<file path="src/rtl/hazard_pkg.sv">
// Shared types and helpers for the pipeline hazard controller.
// Forward-select encodings, scoreboard entry layout and stall-cause codes.
package hazard_pkg;

  localparam int REG_AW = 5;

  localparam logic [1:0] FWD_RF = 2'd0;
  localparam logic [1:0] FWD_E  = 2'd1;
  localparam logic [1:0] FWD_M  = 2'd2;
  localparam logic [1:0] FWD_W  = 2'd3;

  typedef struct packed {
    logic              valid;
    logic              reg_we;
    logic [REG_AW-1:0] wra;
    logic              is_load;
  } sb_entry_t;

  localparam sb_entry_t SB_BUBBLE = '{valid: 1'b0, reg_we: 1'b0, wra: '0, is_load: 1'b0};

  typedef enum logic [1:0] {
    STALL_NONE     = 2'd0,
    STALL_LOAD_USE = 2'd1,
    STALL_MDU      = 2'd2
  } stall_cause_t;

  // $0 is hardwired, so a write to it never produces a usable value.
  function automatic logic sb_match(sb_entry_t e, logic [REG_AW-1:0] r, logic rd_en);
    return e.valid && e.reg_we && (e.wra == r) && (r != '0) && rd_en;
  endfunction

  function automatic logic [1:0] fwd_select(sb_entry_t e, sb_entry_t m, sb_entry_t w,
                                            logic [REG_AW-1:0] r, logic rd_en);
    if (sb_match(e, r, rd_en)) return FWD_E;
    if (sb_match(m, r, rd_en)) return FWD_M;
    if (sb_match(w, r, rd_en)) return FWD_W;
    return FWD_RF;
  endfunction

endpackage

</file>
<file path="src/rtl/hazard_ctrl_mdu_timer.sv">
// MDU busy timer: loads the multiply or divide latency on an accepted start,
// then counts down to zero; busy while nonzero.
import hazard_pkg::*;

module mdu_timer #(
  parameter int MUL_CYCLES = 4,
  parameter int DIV_CYCLES = 32
) (
  input  logic clk,
  input  logic rstn,
  input  logic start,
  input  logic is_div,
  output logic busy
);

  localparam int MAX_CYCLES = (DIV_CYCLES > MUL_CYCLES) ? DIV_CYCLES : MUL_CYCLES;
  localparam int CNT_W      = $clog2(MAX_CYCLES + 1);
  localparam logic [CNT_W-1:0] MUL_LOAD = CNT_W'(MUL_CYCLES);
  localparam logic [CNT_W-1:0] DIV_LOAD = CNT_W'(DIV_CYCLES);
  localparam logic [CNT_W-1:0] CNT_ONE  = CNT_W'(1);

  logic [CNT_W-1:0] cnt;

  always_ff @(posedge clk or negedge rstn) begin
    if (!rstn) begin
      cnt <= '0;
    end else if (start) begin
      cnt <= is_div ? DIV_LOAD : MUL_LOAD;
    end else if (cnt != '0) begin
      cnt <= cnt - CNT_ONE;
    end
  end

  assign busy = (cnt != '0);

endmodule

</file>
<file path="src/rtl/hazard_ctrl.sv">
// Pipeline hazard controller: E/M/W destination scoreboard, decode forwarding
// selects, load-use / MDU stalls and branch flush. Optional macro HAZARD_PERF_EN.
import hazard_pkg::*;

module hazard_ctrl #(
  parameter int MUL_CYCLES = 4,
  parameter int DIV_CYCLES = 32
) (
  input  logic        clk,
  input  logic        rstn,
  input  logic        i_dec_valid,
  input  logic [4:0]  i_dec_ra1,
  input  logic [4:0]  i_dec_ra2,
  input  logic        i_dec_use1,
  input  logic        i_dec_use2,
  input  logic        i_dec_regWe,
  input  logic [4:0]  i_dec_wra,
  input  logic        i_dec_isLoad,
  input  logic        i_dec_mduStart,
  input  logic        i_dec_mduDiv,
  input  logic        i_dec_mduRead,
  input  logic        i_br_taken,
  output logic        o_stallF,
  output logic        o_stallD,
  output logic        o_flushD,
  output logic        o_flushE,
  output logic [1:0]  o_fwd1,
  output logic [1:0]  o_fwd2,
  output logic        o_mdu_busy,
  output logic [31:0] o_stall_cycles
);

  sb_entry_t    sb_e, sb_m, sb_w;
  sb_entry_t    dec_entry;
  stall_cause_t stall_cause;
  logic         load_use_hit;
  logic         mdu_hit;
  logic         stall;
  logic         mdu_busy;
  logic         mdu_accept;

  assign load_use_hit = i_dec_valid && sb_e.is_load &&
                        (sb_match(sb_e, i_dec_ra1, i_dec_use1) ||
                         sb_match(sb_e, i_dec_ra2, i_dec_use2));

  assign mdu_hit = i_dec_valid && (i_dec_mduStart || i_dec_mduRead) && mdu_busy;

  always_comb begin
    stall_cause = STALL_NONE;
    if (load_use_hit) begin
      stall_cause = STALL_LOAD_USE;
    end else if (mdu_hit) begin
      stall_cause = STALL_MDU;
    end
  end

  assign stall = (stall_cause != STALL_NONE);

  assign o_stallF = stall;
  assign o_stallD = stall;
  assign o_flushE = stall;
  // A stalled branch re-resolves next cycle with forwarded operands.
  assign o_flushD = i_br_taken && !stall;

  assign o_fwd1 = fwd_select(sb_e, sb_m, sb_w, i_dec_ra1, i_dec_use1);
  assign o_fwd2 = fwd_select(sb_e, sb_m, sb_w, i_dec_ra2, i_dec_use2);

  assign dec_entry = '{valid: 1'b1, reg_we: i_dec_regWe, wra: i_dec_wra,
                       is_load: i_dec_isLoad};

  always_ff @(posedge clk or negedge rstn) begin
    if (!rstn) begin
      sb_e <= SB_BUBBLE;
      sb_m <= SB_BUBBLE;
      sb_w <= SB_BUBBLE;
    end else begin
      sb_w <= sb_m;
      sb_m <= sb_e;
      sb_e <= (i_dec_valid && !stall) ? dec_entry : SB_BUBBLE;
    end
  end

  assign mdu_accept = i_dec_valid && i_dec_mduStart && !stall;

  mdu_timer #(
    .MUL_CYCLES (MUL_CYCLES),
    .DIV_CYCLES (DIV_CYCLES)
  ) u_mdu_timer (
    .clk    (clk),
    .rstn   (rstn),
    .start  (mdu_accept),
    .is_div (i_dec_mduDiv),
    .busy   (mdu_busy)
  );

  assign o_mdu_busy = mdu_busy;

`ifdef HAZARD_PERF_EN
  logic [31:0] stall_cycles;

  always_ff @(posedge clk or negedge rstn) begin
    if (!rstn) begin
      stall_cycles <= '0;
    end else if (stall && (stall_cycles != 32'hFFFF_FFFF)) begin
      stall_cycles <= stall_cycles + 32'd1;
    end
  end

  assign o_stall_cycles = stall_cycles;
`else
  assign o_stall_cycles = '0;
`endif

endmodule

</file>
<file path="config.mk">
export PLATFORM = sky130hd
export DESIGN_NAME = hazard_ctrl
export DESIGN_NICKNAME = d
export VERILOG_FILES = /design/src/rtl/hazard_pkg.sv /design/src/rtl/hazard_ctrl_mdu_timer.sv /design/src/rtl/hazard_ctrl.sv
export SDC_FILE = /design/constraint.sdc
export NUM_CORES = 1
export LEC_CHECK = 0
export BUFFER_PORTS_ARGS = -buffer_cell sky130_fd_sc_hd__buf_4
export CORE_ASPECT_RATIO = 0.9
export CORE_MARGIN = 1
export CORE_UTILIZATION = 45
export CTS_BUF_LIST = sky130_fd_sc_hd__clkbuf_4
export DETAILED_ROUTE_END_ITERATION = 8
export PLACE_DENSITY = 0.78
export SLEW_MARGIN = 20
export SYNTH_ARGS = -nofsm -noshare
export SYNTH_HDL_FRONTEND = slang
export SYNTH_SLANG_ARGS = --single-unit
</file>
<file path="constraint.sdc">
create_clock -name clk -period 1.96 [get_ports clk]
set_clock_uncertainty 0.2 [all_clocks]
set_input_delay 0.098 -clock clk [delete_from_list [all_inputs] [get_ports clk]]
set_output_delay 0.098 -clock clk [all_outputs]
set_load 0.05 [all_outputs]
</file>
==> results.toml <==
[logic_synthesis]
synthTopCellsByArea = "dfrtp_1 (41%), buf_4 (15%), xnor2_1 (13%), xor2_1 (4.1%), nor3b_1 (3.1%)"
yosysTopAreaCell = "dfrtp_1"
synth_cell_types = 30
synth_common_cells = "buf_4 (34), dfrtp_1 (28), xnor2_1 (25)"
synthFlopType = "dfrtp_1"
async_flop_share_pct = 100
synth_top_area_share_pct = 41.2
ys_ff_latch = 28
synth_edf_count = 0
syn_inst = 168
synth_warnings = 0
syn-cell-area_sq_mm = 0.00170
syn_area_per_cell_sq_um = 10.1
ys_seq_area_share_pct = 41.2
yosys.cell_count.top_type = "buf_4"

[clock_network]
cts_buffers = 3
cts.sinks = 28
cts_tree = "yes"
clk_latency_ns = 0.33
htree_levels = 1
cts_root_buffer = "clkbuf_4"
clk_pin_slew_ns = 0.15
ctsLongestPathBuffers = 2

[worst_hold_path]
min_path_type = "input port to async pin"

[worst_setup_path]
reg2reg_depth = 8
r2r-start = "sb_e[1]"
end_kind = "output pin"
cp_data_arrival_time_ns = 2.08
start_kind = "flop"
reg2reg_slack_ns = -0.19
cp.required_ns = 1.66
crit_family = "simple AND/OR/NAND/NOR gates"
path_cells = "xnor2_1, nand4_1, or4_4, a21boi_4, o21a_4, buf_6"
crit_fanout = 3
path_class = "flop to output pin"
timing.rr.end = "u_mdu_timer.cnt[1]"
cp_slowest_cell = "or4_4"
cp.buffers_inverters = 1
slowest_delay_ns = 0.47

[sta]
fin_ws_ns = -0.420
hold-worst-slack_ns = 0.0104
rsz0062_at_grt = "yes"
hold_viol = 0
timing.final.crit_share_pct = 121
setup_viol = 18
maxSlewViolCount = 0
period_needed_ns = 2.38
fmax_ghz = 0.420

[floorplan]
die_h_um = 60.3
core_sq_mm = 0.00348
fp.dieW_um = 66.8
start_util_pct = 48.8
die_area_sq_mm = 0.00403
boundaryPins = 67
placementRows = 20

[place]
place_congestion = 0.815
portBuffers = 34
placed_cells = 255
dp_hpwl_um = 2530

[routing]
num_vias = 1319
drtPass1Iterations = 4
drcViolationCount = 0
routedWlPerCell_um = 12.9
final_antenna_net_count = 0
drt_iter0_markers = 36
drt_wl_total_um = 3590
viasPerCell = 4.73

[final_layout]
final_layout_size_suffix_gt1_share_pct = 34.9
post-route-util_pct = 67.6
n_antenna_cell = 0
stdcell_count = 279
syn2layout_area_growth_pct = 38.4
nNetsFinal = 263

[global_routing]
antenna_found_initial = 0
grt_max_degree = 29
grt_use_total_pct = 20.0
grt_pass1_vias = 1267
grt_pass1_wl_um = 5890
grt_remaining_overflow = 0

[power]
vdd_ir_drop_max_v = 0.000619
power_density_mw_per_mm2 = 825
p_leak_nw = 1.10

[outcome]
violations = "negative setup slack"
status = "complete, but fails checks"

[run]
maxCapViolCount = 0
==> worst register-to-register path, stage by stage (launching register included) <==
cell and delay, ns:
dfrtp_1 0.45, xnor2_1 0.18, nand4_1 0.13, or4_4 0.47
a21boi_4 0.20, buf_4 0.13, buf_6 0.09, buf_4 0.11
a31o_2 0.15
==> cell families after synthesis <==
family | share of synthesized area, %
xor gates and xnor gates | 17.0
adders and majority gates | 0.736
other | 0.221
DFF | 41.2
AOI/OAI and AO/OA | 7.29
buffers and inverters | 17.1
and+or+nand+nor | 16.4
==> cell type report <==
cell class | instances | area, sq um
clock buffers | 3 | 22.5
fillers | 277 | 1130
flip-flops and latches | 28 | 701
inverters | 5 | 22.5
well taps | 44 | 55.1
clock inverters | 1 | 30.0
multi-input cells | 130 | 933
repair buffers | 68 | 588
==> what timing repair did <==
item	CTS	global route
setup buffers	5	2
hold endpoints to repair	38	0
resized for setup	23	4
setup endpoints to repair	19	19
pin swaps	8	3
hold buffers	13	0
==> flip-flops by register name, indices dropped and copies added (netlist names) <==
signal and cells:
sb_e 8, sb_w 7, u_mdu_timer.cnt 6, sb_m 7
==> metrics by stage <==
| step | worst slack [ns] | TNS [ns] | cell area, sq um | power (mW) |
|---|---|---|---|---|
| 2_1_floorplan | -0.236 | -1.02 | 1870 | 1.32 |
| 3_3_place_gp | -0.0790 | -0.374 | 2000 | 1.46 |
| 3_5_place_dp | -0.151 | -1.26 | 2000 | 1.47 |
| 4_1_cts | -0.422 | -3.58 | 2320 | 1.92 |
| 5_1_grt | -0.530 | -6.33 | 2350 | 2.07 |
| 6_report | -0.420 | -4.40 | 2350 | 1.94 |
==> layout by cell type, fill, tap and decap left out, drive strengths merged, types with 2 or more instances in the layout <==
cell type	n
nand2	13
nand2b	2
xor2	8
or4	6
buf	55
o21ai	8
nor3	2
nor4	3
nor3b	7
dfrtp	28
nand4	7
nor2	3
conb	32
a21boi	2
clkbuf	3
nand3	4
xnor2	25
dlygate4sd3	13
o21a	2
inv	4
==> power by group <==
group	internal [mW]	switching (mW)	leakage [nW]
Sequential	0.671	0.0756	0.373
Clock	0.207	0.169	0.0279
Combinational	0.356	0.461	0.704
==> how the worst max path moves through the flow <==
| stage | depth (start not counted) | slack [ns] | to | start |
|---|---|---|---|---|
| 2_1_floorplan | 7 | -0.24 | o_stallD | sb_e[3] |
| 3_3_place_gp | 6 | -0.08 | o_flushE | sb_e[4] |
| 3_5_place_dp | 6 | -0.15 | o_flushE | sb_e[3] |
| 4_1_cts | 6 | -0.42 | o_flushE | sb_e[3] |
| 5_1_grt | 6 | -0.53 | o_stallF | sb_e[2] |
| 6_report | 6 | -0.42 | o_flushE | sb_e[1] |
==> metal layers <==
metal,vias to the layer above,routed length (um),track usage [%]
li1,641,-,-
met1,629,1590,25.1
met2,45,1840,36.5
met3,4,119,1.91
met4,0,41,5.47
met5,-,0,0
Note: power is estimated with default switching activity, not from simulation.
